## src/rtl/eth_bus_arbiter.sv

```systemverilog
// Three-client bus arbiter for the Ethernet bus engine.
// Client 0 has fixed priority; clients 1 and 2 share round-robin.
module eth_bus_arbiter #(
  parameter logic [15:0] TIMEOUT    = 16'd50000,
  parameter logic [3:0]  WAIT_STATE = 4'b1001
) (
  input  logic        clk40m,
  input  logic        reset,
  input  logic [2:0]  req,
  input  logic [2:0]  rel,
  input  logic [23:0] c_offset,
  input  logic [2:0]  c_length,
  input  logic [2:0]  c_WR,
  input  logic [47:0] c_writeData,
  input  logic [2:0]  c_NewCommand,
  input  logic [2:0]  c_Dummy_Read,
  input  logic [3:0]  state,
  input  logic        err_clr,
  output logic [7:0]  offset,
  output logic        length,
  output logic        WR,
  output logic [15:0] writeData,
  output logic        NewCommand,
  output logic        Dummy_Read,
  output logic [2:0]  grant,
  output logic        busy,
  output logic        timeout_err
);

  typedef enum logic [1:0] {
    S_IDLE,
    S_GRANT,
    S_DRAIN
  } st_t;

  st_t         r_st, w_st_nxt;
  logic        r_arm;
  logic        r_ptr2, w_ptr2_nxt;
  logic [15:0] r_cnt, w_cnt_nxt;
  logic        r_err, w_err_nxt;
  logic [2:0]  r_grant, w_grant_nxt;
  logic [7:0]  r_off, w_off_nxt;
  logic        r_len, w_len_nxt;
  logic        r_wr, w_wr_nxt;
  logic [15:0] r_wd, w_wd_nxt;
  logic        r_nc, w_nc_nxt;
  logic        r_dr, w_dr_nxt;

  logic        w_bus_idle;
  logic        w_rel;
  logic        w_tmo;
  logic [2:0]  w_win;
  logic [7:0]  w_s_off;
  logic        w_s_len;
  logic        w_s_wr;
  logic [15:0] w_s_wd;
  logic        w_s_nc;
  logic        w_s_dr;

  assign w_bus_idle = (state == WAIT_STATE);
  assign w_rel      = |(rel & r_grant);
  assign w_tmo      = (r_cnt == TIMEOUT - 16'd1);

  always_comb begin
    w_s_off = '0;
    w_s_len = 1'b0;
    w_s_wr  = 1'b0;
    w_s_wd  = '0;
    w_s_nc  = 1'b0;
    w_s_dr  = 1'b0;
    unique case (1'b1)
      r_grant[0]: begin
        w_s_off = c_offset[7:0];
        w_s_len = c_length[0];
        w_s_wr  = c_WR[0];
        w_s_wd  = c_writeData[15:0];
        w_s_nc  = c_NewCommand[0];
        w_s_dr  = c_Dummy_Read[0];
      end
      r_grant[1]: begin
        w_s_off = c_offset[15:8];
        w_s_len = c_length[1];
        w_s_wr  = c_WR[1];
        w_s_wd  = c_writeData[31:16];
        w_s_nc  = c_NewCommand[1];
        w_s_dr  = c_Dummy_Read[1];
      end
      r_grant[2]: begin
        w_s_off = c_offset[23:16];
        w_s_len = c_length[2];
        w_s_wr  = c_WR[2];
        w_s_wd  = c_writeData[47:32];
        w_s_nc  = c_NewCommand[2];
        w_s_dr  = c_Dummy_Read[2];
      end
      default: ;
    endcase
  end

  // r_ptr2 set means client 2 was served last, so client 1 wins a tie
  always_comb begin
    w_win = 3'b000;
    if (req[0])
      w_win = 3'b001;
    else if (req[1] && req[2])
      w_win = r_ptr2 ? 3'b010 : 3'b100;
    else if (req[1])
      w_win = 3'b010;
    else if (req[2])
      w_win = 3'b100;
  end

  always_comb begin
    w_st_nxt    = r_st;
    w_ptr2_nxt  = r_ptr2;
    w_cnt_nxt   = r_cnt;
    w_err_nxt   = err_clr ? 1'b0 : r_err;
    w_grant_nxt = r_grant;
    w_off_nxt   = r_off;
    w_len_nxt   = r_len;
    w_wr_nxt    = r_wr;
    w_wd_nxt    = r_wd;
    w_nc_nxt    = 1'b0;
    w_dr_nxt    = 1'b0;
    unique case (r_st)
      S_IDLE: begin
        w_off_nxt = '0;
        w_len_nxt = 1'b0;
        w_wr_nxt  = 1'b0;
        w_wd_nxt  = '0;
        if (r_arm && |req && w_bus_idle) begin
          w_st_nxt    = S_GRANT;
          w_grant_nxt = w_win;
          w_cnt_nxt   = '0;
          if (w_win[1]) w_ptr2_nxt = 1'b0;
          if (w_win[2]) w_ptr2_nxt = 1'b1;
        end
      end
      S_GRANT: begin
        if (w_rel) begin
          w_st_nxt    = S_DRAIN;
          w_grant_nxt = '0;
        end else if (w_tmo) begin
          w_st_nxt    = S_DRAIN;
          w_grant_nxt = '0;
          w_err_nxt   = 1'b1;
        end else begin
          w_off_nxt = w_s_off;
          w_len_nxt = w_s_len;
          w_wr_nxt  = w_s_wr;
          w_wd_nxt  = w_s_wd;
          w_nc_nxt  = w_s_nc;
          w_dr_nxt  = w_s_dr;
          if (r_cnt != 16'hFFFF)
            w_cnt_nxt = r_cnt + 16'd1;
        end
      end
      S_DRAIN: begin
        if (w_bus_idle) begin
          w_st_nxt  = S_IDLE;
          w_off_nxt = '0;
          w_len_nxt = 1'b0;
          w_wr_nxt  = 1'b0;
          w_wd_nxt  = '0;
        end
      end
      default: w_st_nxt = S_IDLE;
    endcase
  end

  always_ff @(posedge clk40m or negedge reset) begin
    if (!reset) r_st <= S_IDLE;
    else        r_st <= w_st_nxt;
  end

  // r_arm holds off arbitration for the first edge after reset
  always_ff @(posedge clk40m or negedge reset) begin
    if (!reset) begin
      r_arm   <= 1'b0;
      r_ptr2  <= 1'b1;
      r_cnt   <= '0;
      r_err   <= 1'b0;
      r_grant <= '0;
      r_off   <= '0;
      r_len   <= 1'b0;
      r_wr    <= 1'b0;
      r_wd    <= '0;
      r_nc    <= 1'b0;
      r_dr    <= 1'b0;
    end else begin
      r_arm   <= 1'b1;
      r_ptr2  <= w_ptr2_nxt;
      r_cnt   <= w_cnt_nxt;
      r_err   <= w_err_nxt;
      r_grant <= w_grant_nxt;
      r_off   <= w_off_nxt;
      r_len   <= w_len_nxt;
      r_wr    <= w_wr_nxt;
      r_wd    <= w_wd_nxt;
      r_nc    <= w_nc_nxt;
      r_dr    <= w_dr_nxt;
    end
  end

  assign offset      = r_off;
  assign length      = r_len;
  assign WR          = r_wr;
  assign writeData   = r_wd;
  assign NewCommand  = r_nc;
  assign Dummy_Read  = r_dr;
  assign grant       = r_grant;
  assign busy        = (r_st != S_IDLE);
  assign timeout_err = r_err;

endmodule

```

## config.mk

```make
export PLATFORM = sky130hd
export DESIGN_NAME = eth_bus_arbiter
export DESIGN_NICKNAME = d
export VERILOG_FILES = /design/src/rtl/eth_bus_arbiter.sv
export SDC_FILE = /design/constraint.sdc
export NUM_CORES = 1
export LEC_CHECK = 0
export CAP_MARGIN = 20
export CORE_ASPECT_RATIO = 1.5
export CORE_MARGIN = 2
export CORE_UTILIZATION = 40
export CTS_CLUSTER_DIAMETER = 30
export DETAILED_ROUTE_END_ITERATION = 16
export GPL_TIMING_DRIVEN = 1
export MAX_ROUTING_LAYER = met4
export PLACE_DENSITY = 0.86
export SLEW_MARGIN = 20
export SYNTH_ARGS = -nofsm -noshare
export SYNTH_HDL_FRONTEND = slang
export SYNTH_SLANG_ARGS = --single-unit
```

## constraint.sdc

```tcl
create_clock -name clk40m -period 3.1 [get_ports clk40m]
set_input_delay 0.62 -clock clk40m [delete_from_list [all_inputs] [get_ports clk40m]]
set_output_delay 0.62 -clock clk40m [all_outputs]
set_load 0.1 [all_outputs]
```

* Word-level counts from Yosys, hierarchy flattened
Index checks and enable logic that the tools add are counted.
** Word-level totals
- Output and inout port bits :: 33
- Bits of input ports :: 97
- Register bits after elaboration :: 52
** Operators by class
- Equal/unequal tests :: 11
- Bitwise gates (word level) :: 1
- Multiplexer cells :: 52
- Add/sub/neg operators :: 1
- Reduce and logical (&&, ||, !) cells :: 15
** Operator list (count)
- 16-bit 2-to-1 mux :: 7
- 16-bit case mux with 3 select lines :: 2
- 8-bit case mux with 3 select lines :: 2
- 16-bit case mux with 2 select lines :: 1
- 3-bit 2-to-1 mux :: 8
- 8-bit 2-to-1 mux :: 3
- 1-bit case mux with 3 select lines :: 6
- 1-bit 2-to-1 mux :: 17
- 16-bit by 1-bit adder with 16-bit output (second input constant) :: 1
- 16-bit == test (second input constant) :: 1
- 16-bit != test (second input constant) :: 1
- 2-bit != test (second input constant) :: 5
- 3-bit AND reduction :: 3
- 2-bit 2-to-1 mux :: 4
- 2-bit case mux with 3 select lines :: 1
- 3-bit case mux with 2 select lines :: 1
- 2-bit nonzero test :: 3
- 3-bit OR reduction :: 2
- 5-bit AND reduction :: 1
- 4-bit == test (second input constant) :: 1
- 4-bit AND reduction :: 1
- 3-bit AND :: 1
- 1-bit logical AND :: 3
- 3-bit != test (second input constant) :: 1
- 4 further kinds :: 4

* Logic depth before layout (Yosys ltp)
Gate-level depths: netlist (run 1).
- Word-level depth :: 6
- Mapped depth :: 8
- Depth with buffers taken out :: 6

* Worst setup path before layout (run 1)
OpenSTA, ideal clock, no wires.
- Path kind :: flip-flop to flip-flop
- Start :: reg r_grant[0] (netlist: grant[0])
- End :: reg r_cnt[3]
- Period minus slack after synthesis :: 2409 ps
- Setup slack :: 691 ps
- Cell stages (with the launch flop) :: 7
- Arrival :: 2327 ps
- Data required time :: 3018 ps
- Setup time :: 82 ps
- Path buffers :: 1
- Cell sequence :: dfrtp_1 a222oi_1 buf_2 nand2_1 nor3b_1 a41oi_1 a31oi_1
** Between the ends
- Longest elaborated chain between the ends :: 4
** RTL lines
- from (decl) :: RTL line 41 : logic [2:0] r_grant, w_grant_nxt;
- from (signal assigned) :: RTL line 195 : r_grant <= w_grant_nxt;
- 3-bit AND :: RTL line 61 : assign w_rel = |(rel & r_grant);
- 3-bit OR reduction :: RTL line 61
- 2-bit != test (no line)
- 5-bit AND reduction (no line)
- to (signal assigned) :: RTL line 193 : r_cnt <= w_cnt_nxt;
- to (decl) :: RTL line 39 : logic [15:0] r_cnt, w_cnt_nxt;
No other way between the ends.
A chain may end at the register's enable or synchronous reset.

* Final worst setup path (run 1)
- Start :: reg r_cnt[12]
- End :: reg r_wd[4] (netlist: writeData[4])
** Between the ends
- Longest elaborated chain between the ends :: 3
** RTL lines
- 16-bit == test :: RTL line 62 : assign w_tmo = (r_cnt == TIMEOUT - 16'd1);
- 2-bit != test (no line)
- 4-bit AND reduction (no line)
- to (signal assigned) :: RTL line 199 : r_wd <= w_wd_nxt;
- to (decl) :: RTL line 45 : logic [15:0] r_wd, w_wd_nxt;
No other way between the ends.

==> flow_summary_export.csv, run 1 <==
group,metric,value,unit
global_route,antenna_found_initial,0,
logic_synthesis,synth_warnings,0,
place,finalWeightedCongestion,0.909,
cts,cts-root-buf,"clkbuf_8",
timing,final-hold-violation-count,0,
power_and_ir_drop,power,0.00220,W
cts,post-cts-setup-buffer-count,0,
detailed_routing,route.vias.total,2937,
cts,htree_levels,2,
cts,cts_hold_buf,0,
cts,cts_resized,0,
critical_path,worst_path_largest_cell_delay,640,ps
place,place_hpwl,6530,microns
logic_synthesis,synth_cell_types,46,
logic_synthesis,synth_nets,380,
timing,worstMarginPinSlew,1030,ps
timing,rsz0062_at_grt,"false",
logic_synthesis,yosysSeqAreaShare,47.0,%
critical_path,cp_top_family,"simple AND/OR/NAND/NOR gates",
power_and_ir_drop,intPower,0.00132,W
cells_and_area,drive_above_1_share,14.8,%
global_route,grt_pass1_vias,2798,
timing,fmax,387,MHz
detailed_routing,drc,0,
logic_synthesis,synth_top_area_cell,"dfrtp_1",
place,numPortBuffers,129,
logic_synthesis,synthArstFlopShare,100,%
logic_synthesis,netlist_instances,282,
critical_path,cp-start-kind,"flip-flop",
cells_and_area,layout_commonest_cell,"clkdlybuf4s50_1",
status,outcome,"finished clean",
cells_and_area,num-nets-final,502,
floorplanning,rows,37,
cts,cts_inserted_buffers,5,
critical_path,required,3240,ps
critical_path,worstPathMaxFanout,52,
global_route,grt_pass1_wl,13300,microns
critical_path,cpMaxStageDelayCell,"or4_4",
cells_and_area,fillers,590,
power_and_ir_drop,combPwrFrac,41.5,%
logic_synthesis,synth-main-ff-cell,"dfrtp_1",
global_route,grt_use_total,22.3,%
logic_synthesis,synthTopCellsByArea,"dfrtp_1, a222oi_1, o31ai_1",
timing,setup_violations,0,
hold_path,hp-class,"in2async",
place,pre_cts_ws,238,ps
logic_synthesis,synth-seq-cells,52,
logic_synthesis,synth_edf_count,0,
cts,clk_path_buf_depth,2,
power_and_ir_drop,p_per_area,532,nW/um^2
cells_and_area,synthToLayoutAreaGrowth,49.2,%
timing,drv_slew,0,
detailed_routing,vias_per_cell,6.08,
timing,fin_tns_setup,0,ps
global_route,grt_max_degree,53,
cts,cts.reportedPaths.clkPinSlew,90,ps
timing,finalCriticalPeriod,2580,ps
timing,setup_slack,518,ps
critical_path,path_cells,"or4b_1, or4_4, a31oi_4, buf_4, o31ai_1",
timing,fin_crit_sh,83.3,%
timing,skew,6.49,ps
detailed_routing,wl,8520,microns
floorplanning,dieArea,7630,sq um
job,drv_cap,0,
timing,slew_headroom,31.7,%
cells_and_area,n_antenna_cell,0,
critical_path,arrival,2720,ps
cts,cts.sink_count,52,
floorplanning,core_area,6810,sq um
floorplanning,ios,130,
power_and_ir_drop,p_sw_share,39.8,%
power_and_ir_drop,p_leak,1.70,nW
cts,tritoncts,"yes",
detailed_routing,drt_iter0_markers,320,
critical_path,critical_path_buf_inv_count,1,
detailed_routing,wire_per_inst,17.6,microns
global_route,gr-total-overflow,0,
power_and_ir_drop,p_clk_share,21.3,%
critical_path,critPathCaptureType,"flip-flop",
detailed_routing,drt_pass1_iterations,8,
cells_and_area,multi_input_area,1330,sq um
floorplanning,dieHeight,106,microns
cells_and_area,mostFrequentLayoutCells,"clkdlybuf4s50_1, dfrtp_1, buf_4, nand2_1, a222oi_1",
floorplanning,die_w,72.0,microns
floorplanning,start_util,40.8,%
critical_path,crit_type,"reg2reg",
power_and_ir_drop,sequentialPowerShare,37.2,%
power_and_ir_drop,p_switching,0.000875,W
logic_synthesis,yosysTopAreaCellShare,46.0,%
cts,clk_latency,300,ps
detailed_routing,postRouteAntennaNets,0,
cells_and_area,seqCellArea,1300,sq um
power_and_ir_drop,ir_drop,437,uV
logic_synthesis,syn_avg_cell_area,9.84,sq um
logic_synthesis,synth_area,2770,sq um
[kinds of logic (layout without fill, tap and decap cells)]
| group | after synthesis | after routing | synth area share, % |
|---|---|---|---|
| other | 1 | 1 | 0.135 |
| adder cells (fa/ha/maj) | 1 | 1 | 0.451 |
| AO/OA/AOI/OAI | 103 | 103 | 29.3 |
| flip-flops | 52 | 52 | 47.0 |
| buffers and inverters | 29 | 152 | 5.64 |
| multiplexers | 2 | 2 | 0.767 |
| AND/OR/NAND/NOR | 94 | 94 | 16.8 |
[layer usage]
metal	up-vias	wire length (microns)	global-route usage, %	share of wire, %
li1	1371	-	-	-
met1	1378	3180	24.0	37
met2	170	4290	38.9	50
met3	18	804	5.88	9.4
met4	0	253	8.36	3.0
met5	-	0	-	0
[sequential cells by signal, summed over array words and instances, names as in the netlist]
signal	cells
length	1
Dummy_Read	1
r_st	2
offset	8
timeout_err	1
r_ptr2	1
grant	3
r_arm	1
r_cnt	16
NewCommand	1
writeData	16
WR	1
[final timing paths]
| path | start | endpoint | slack [ps] | depth (start not counted) |
|---|---|---|---|---|
| setup reg to reg | r_cnt[12] | writeData[4] | 520 | 5 |
| setup / recovery | r_cnt[12] | writeData[4] | 520 | 5 |
| hold reg to reg | writeData[13] | writeData[13] | 480 | 2 |
| min in group clk40m | writeData[13] | writeData[13] | 480 | 2 |
| max in group asynchronous | reset | writeData[3] | 2240 | 2 |
| hold / removal | reset | writeData[12] | 420 | 2 |
[stage by stage]
stage	hold slack, ps	std cells	cell area, sq um	utilization (%)
6_report	419	483	4140	60.8
2_1_floorplan	324	282	2770	-
4_1_cts	448	483	4140	60.8
3_3_place_gp	462	475	4020	59.1
3_5_place_dp	467	475	4020	59.1
5_1_grt	466	483	4140	60.8
[power by group through the flow]
stage / Sequential [W] / Combinational (W) / Clock [W]
2_1_floorplan: 0.000862 / 0.000564 / 0
3_3_place_gp: 0.000824 / 0.000893 / 0
3_5_place_dp: 0.000827 / 0.000913 / 0
4_1_cts: 0.000815 / 0.000912 / 0.000477
5_1_grt: 0.000825 / 0.000986 / 0.000511
6_report: 0.000818 / 0.000913 / 0.000468
[Yosys cell counts, types with 2 or more instances]
master	number
or2_2	2
or3_1	3
and3_1	2
nor2b_1	2
inv_1	6
a21oi_1	8
a22o_1	2
o31ai_1	27
dfrtp_1	51
clkbuf_1	15
nand3_1	11
a222oi_1	29
or4_1	2
nor3_1	6
buf_2	2
nand4_1	6
a31oi_1	9
o22ai_1	2
buf_6	6
a21o_1	5
o21ai_0	11
nand2_1	40
nor2_1	10
a41oi_1	3
[worst reg2reg max path: cells and delay by family (launching register included)]
family                 cells  cell delay (ps)
flip-flops                 1              420
AND/OR/NAND/NOR            2             1180
buffers and inverters      1              440
AO/OA/AOI/OAI              2              370
[final cells by class]
cell class                      count  share of cell area, %
Multi-Input combinational cell    201                   32.1
Sequential cell                    52                   31.5
Tap cell                           78                   2.36
Clock inverter                      3                   1.12
Inverter                            6                  0.544
Clock buffer                        5                   1.66
Timing Repair Buffer              138                   30.7
Note: power is estimated with default switching activity, not from simulation.
==> run 2: changes to the inputs <==
==> constraint.sdc (replaced) <==
create_clock -name clk40m -period 2.7 [get_ports clk40m]
set_input_delay 0.54 -clock clk40m [delete_from_list [all_inputs] [get_ports clk40m]]
set_output_delay 0.54 -clock clk40m [all_outputs]
set_load 0.1 [all_outputs]
==> run 2 against run 1 <==
  * Die area unchanged
  * Global-route usage up 0.91 points
  * Count of clock-buffer cells in the layout unchanged
  * Total power up 15%
  * Setup slack worse by 260 ps
  * Critical path type unchanged
  * Via count down 0.51%
  * Clock skew up 6.6 ps
  * Hold slack worse by 79 ps
==> flow_summary_export.csv, run 2 (synthesis results as in run 1) <==
group,metric,value,unit
cells_and_area,num-nets-final,506,
place,place_hpwl,6690,microns
cells_and_area,n_antenna_cell,0,
place,numPortBuffers,129,
cells_and_area,mostFrequentLayoutCells,"clkdlybuf4s50_1, dfrtp_1, buf_4, nand2_1, a222oi_1",
floorplanning,dieArea,7630,sq um
power_and_ir_drop,ir_drop,550,uV
timing,finalCriticalPeriod,2440,ps
floorplanning,start_util,40.8,%
cts,post-cts-setup-buffer-count,0,
cts,clk_path_buf_depth,2,
timing,fin_crit_sh,90.3,%
critical_path,cp-start-kind,"flip-flop",
critical_path,reg2reg_to,"r_cnt[9]",
detailed_routing,wire_per_inst,18.3,microns
hold_path,hp-class,"in2async",
power_and_ir_drop,p_per_area,601,nW/um^2
floorplanning,die_w,72.0,microns
cts,cts-root-buf,"clkbuf_8",
critical_path,r2r-start,"r_cnt[4]",
cts,cts_hold_buf,0,
critical_path,arrival,2640,ps
cts,cts.reportedPaths.clkPinSlew,110,ps
detailed_routing,drt_iter0_markers,397,
critical_path,reg2regPathDepth,6,
floorplanning,ios,130,
global_route,grt_pass1_vias,2849,
detailed_routing,postRouteAntennaNets,0,
timing,worstMarginPinSlew,652,ps
floorplanning,core_area,6810,sq um
cts,cts_resized,0,
cts,tritoncts,"yes",
global_route,grt_max_degree,53,
timing,setup_violations,0,
critical_path,worstPathMaxFanout,11,
timing,skew,13.1,ps
timing,drv_slew,0,
timing,final-hold-violation-count,0,
global_route,grt_pass1_wl,13800,microns
critical_path,required,2900,ps
cts,cts.sink_count,52,
timing,fin_tns_setup,0,ps
timing,hold_slack,341,ps
status,outcome,"finished clean",
cells_and_area,drive_above_1_share,15.6,%
cells_and_area,seqCellArea,1300,sq um
detailed_routing,route.vias.total,2922,
critical_path,crit_type,"reg2reg",
global_route,antenna_found_initial,0,
cts,clk_latency,310,ps
cts,cts_inserted_buffers,5,
detailed_routing,wl,8920,microns
critical_path,worst_path_largest_cell_delay,620,ps
floorplanning,dieHeight,106,microns
timing,fmax,410,MHz
critical_path,reg2reg_slack,260,ps
cells_and_area,fillers,588,
place,finalWeightedCongestion,0.929,
timing,rsz0062_at_grt,"false",
timing,slew_headroom,56.5,%
global_route,gr-total-overflow,0,
critical_path,critPathCaptureType,"flip-flop",
critical_path,cpMaxStageDelayCell,"or4_4",
detailed_routing,drc,0,
cells_and_area,multi_input_area,1330,sq um
cells_and_area,synthToLayoutAreaGrowth,51.4,%
job,drv_cap,0,
floorplanning,rows,37,
power_and_ir_drop,p_leak,1.72,nW
global_route,grt_use_total,23.2,%
detailed_routing,drt_pass1_iterations,8,
critical_path,critical_path_buf_inv_count,1,
critical_path,cp_top_family,"simple AND/OR/NAND/NOR gates",
cells_and_area,layout_commonest_cell,"clkdlybuf4s50_1",
critical_path,path_cells,"or4_1, or4_4, nor3b_1, buf_4, and3_1, a221o_1",
detailed_routing,vias_per_cell,6.00,
cts,htree_levels,2,
-- run 2: cell count changes in the layout (fill, tap and decap cells not counted), sizes merged --
cell	previous run	this run
buf	43	47
bufinv	1	0
clkinv	0	1
-- run 2: worst max path at each step --
stage | startpoint | end | cells after the start
2_1_floorplan | grant[0] | r_cnt[3] | 6
3_3_place_gp | state[3] | r_cnt[9] | 6
3_5_place_dp | state[3] | r_cnt[9] | 6
4_1_cts | r_cnt[12] | r_cnt[9] | 6
5_1_grt | r_cnt[12] | r_cnt[9] | 6
6_report | r_cnt[4] | r_cnt[9] | 6
-- run 2: metrics by stage --
stage / util, % / setup WS (ps) / power [W] / cell area (sq um) / std cells
6_report: 61.7 / 261 / 0.00253 / 4200 / 487
5_1_grt: 61.7 / 187 / 0.00266 / 4200 / 487
4_1_cts: 61.7 / 257 / 0.00254 / 4200 / 487
3_5_place_dp: 60.3 / 147 / 0.00206 / 4100 / 479
3_3_place_gp: 60.3 / 165 / 0.00204 / 4100 / 479
2_1_floorplan: - / 291 / 0.00164 / 2770 / 282
-- run 2: cell type report --
cell class,instances,area share [%]
Clock buffer,5,1.64
Tap cell,78,2.32
Multi-Input combinational cell,201,31.6
Clock inverter,3,0.656
Sequential cell,52,31.0
Inverter,6,0.536
Timing Repair Buffer,142,32.2
-- run 2: worst reg2reg max path: stages (launching register included) --
cell	delay, ps
dfrtp_1	450
or4_1	510
or4_4	620
nor3b_1	180
buf_4	160
and3_1	160
a221o_1	250
-- run 2: report_power, final --
group | total [W] | switching (W) | internal, W | leakage (nW)
Sequential | 0.000939 | 0.0000918 | 0.000847 | 0.714
Clock | 0.000473 | 0.000282 | 0.000191 | 0.0463
Combinational | 0.00111 | 0.000670 | 0.000444 | 0.962
-- run 2: routing by layer --
metal / part of all wire [%] / track usage, % / vias up
met2: 52 / 40.7 / 152
met3: 10 / 6.45 / 14
met1: 36 / 25.6 / 1378
li1: - / - / 1378
met4: 1.7 / 6.20 / 0
met5: 0 / - / -
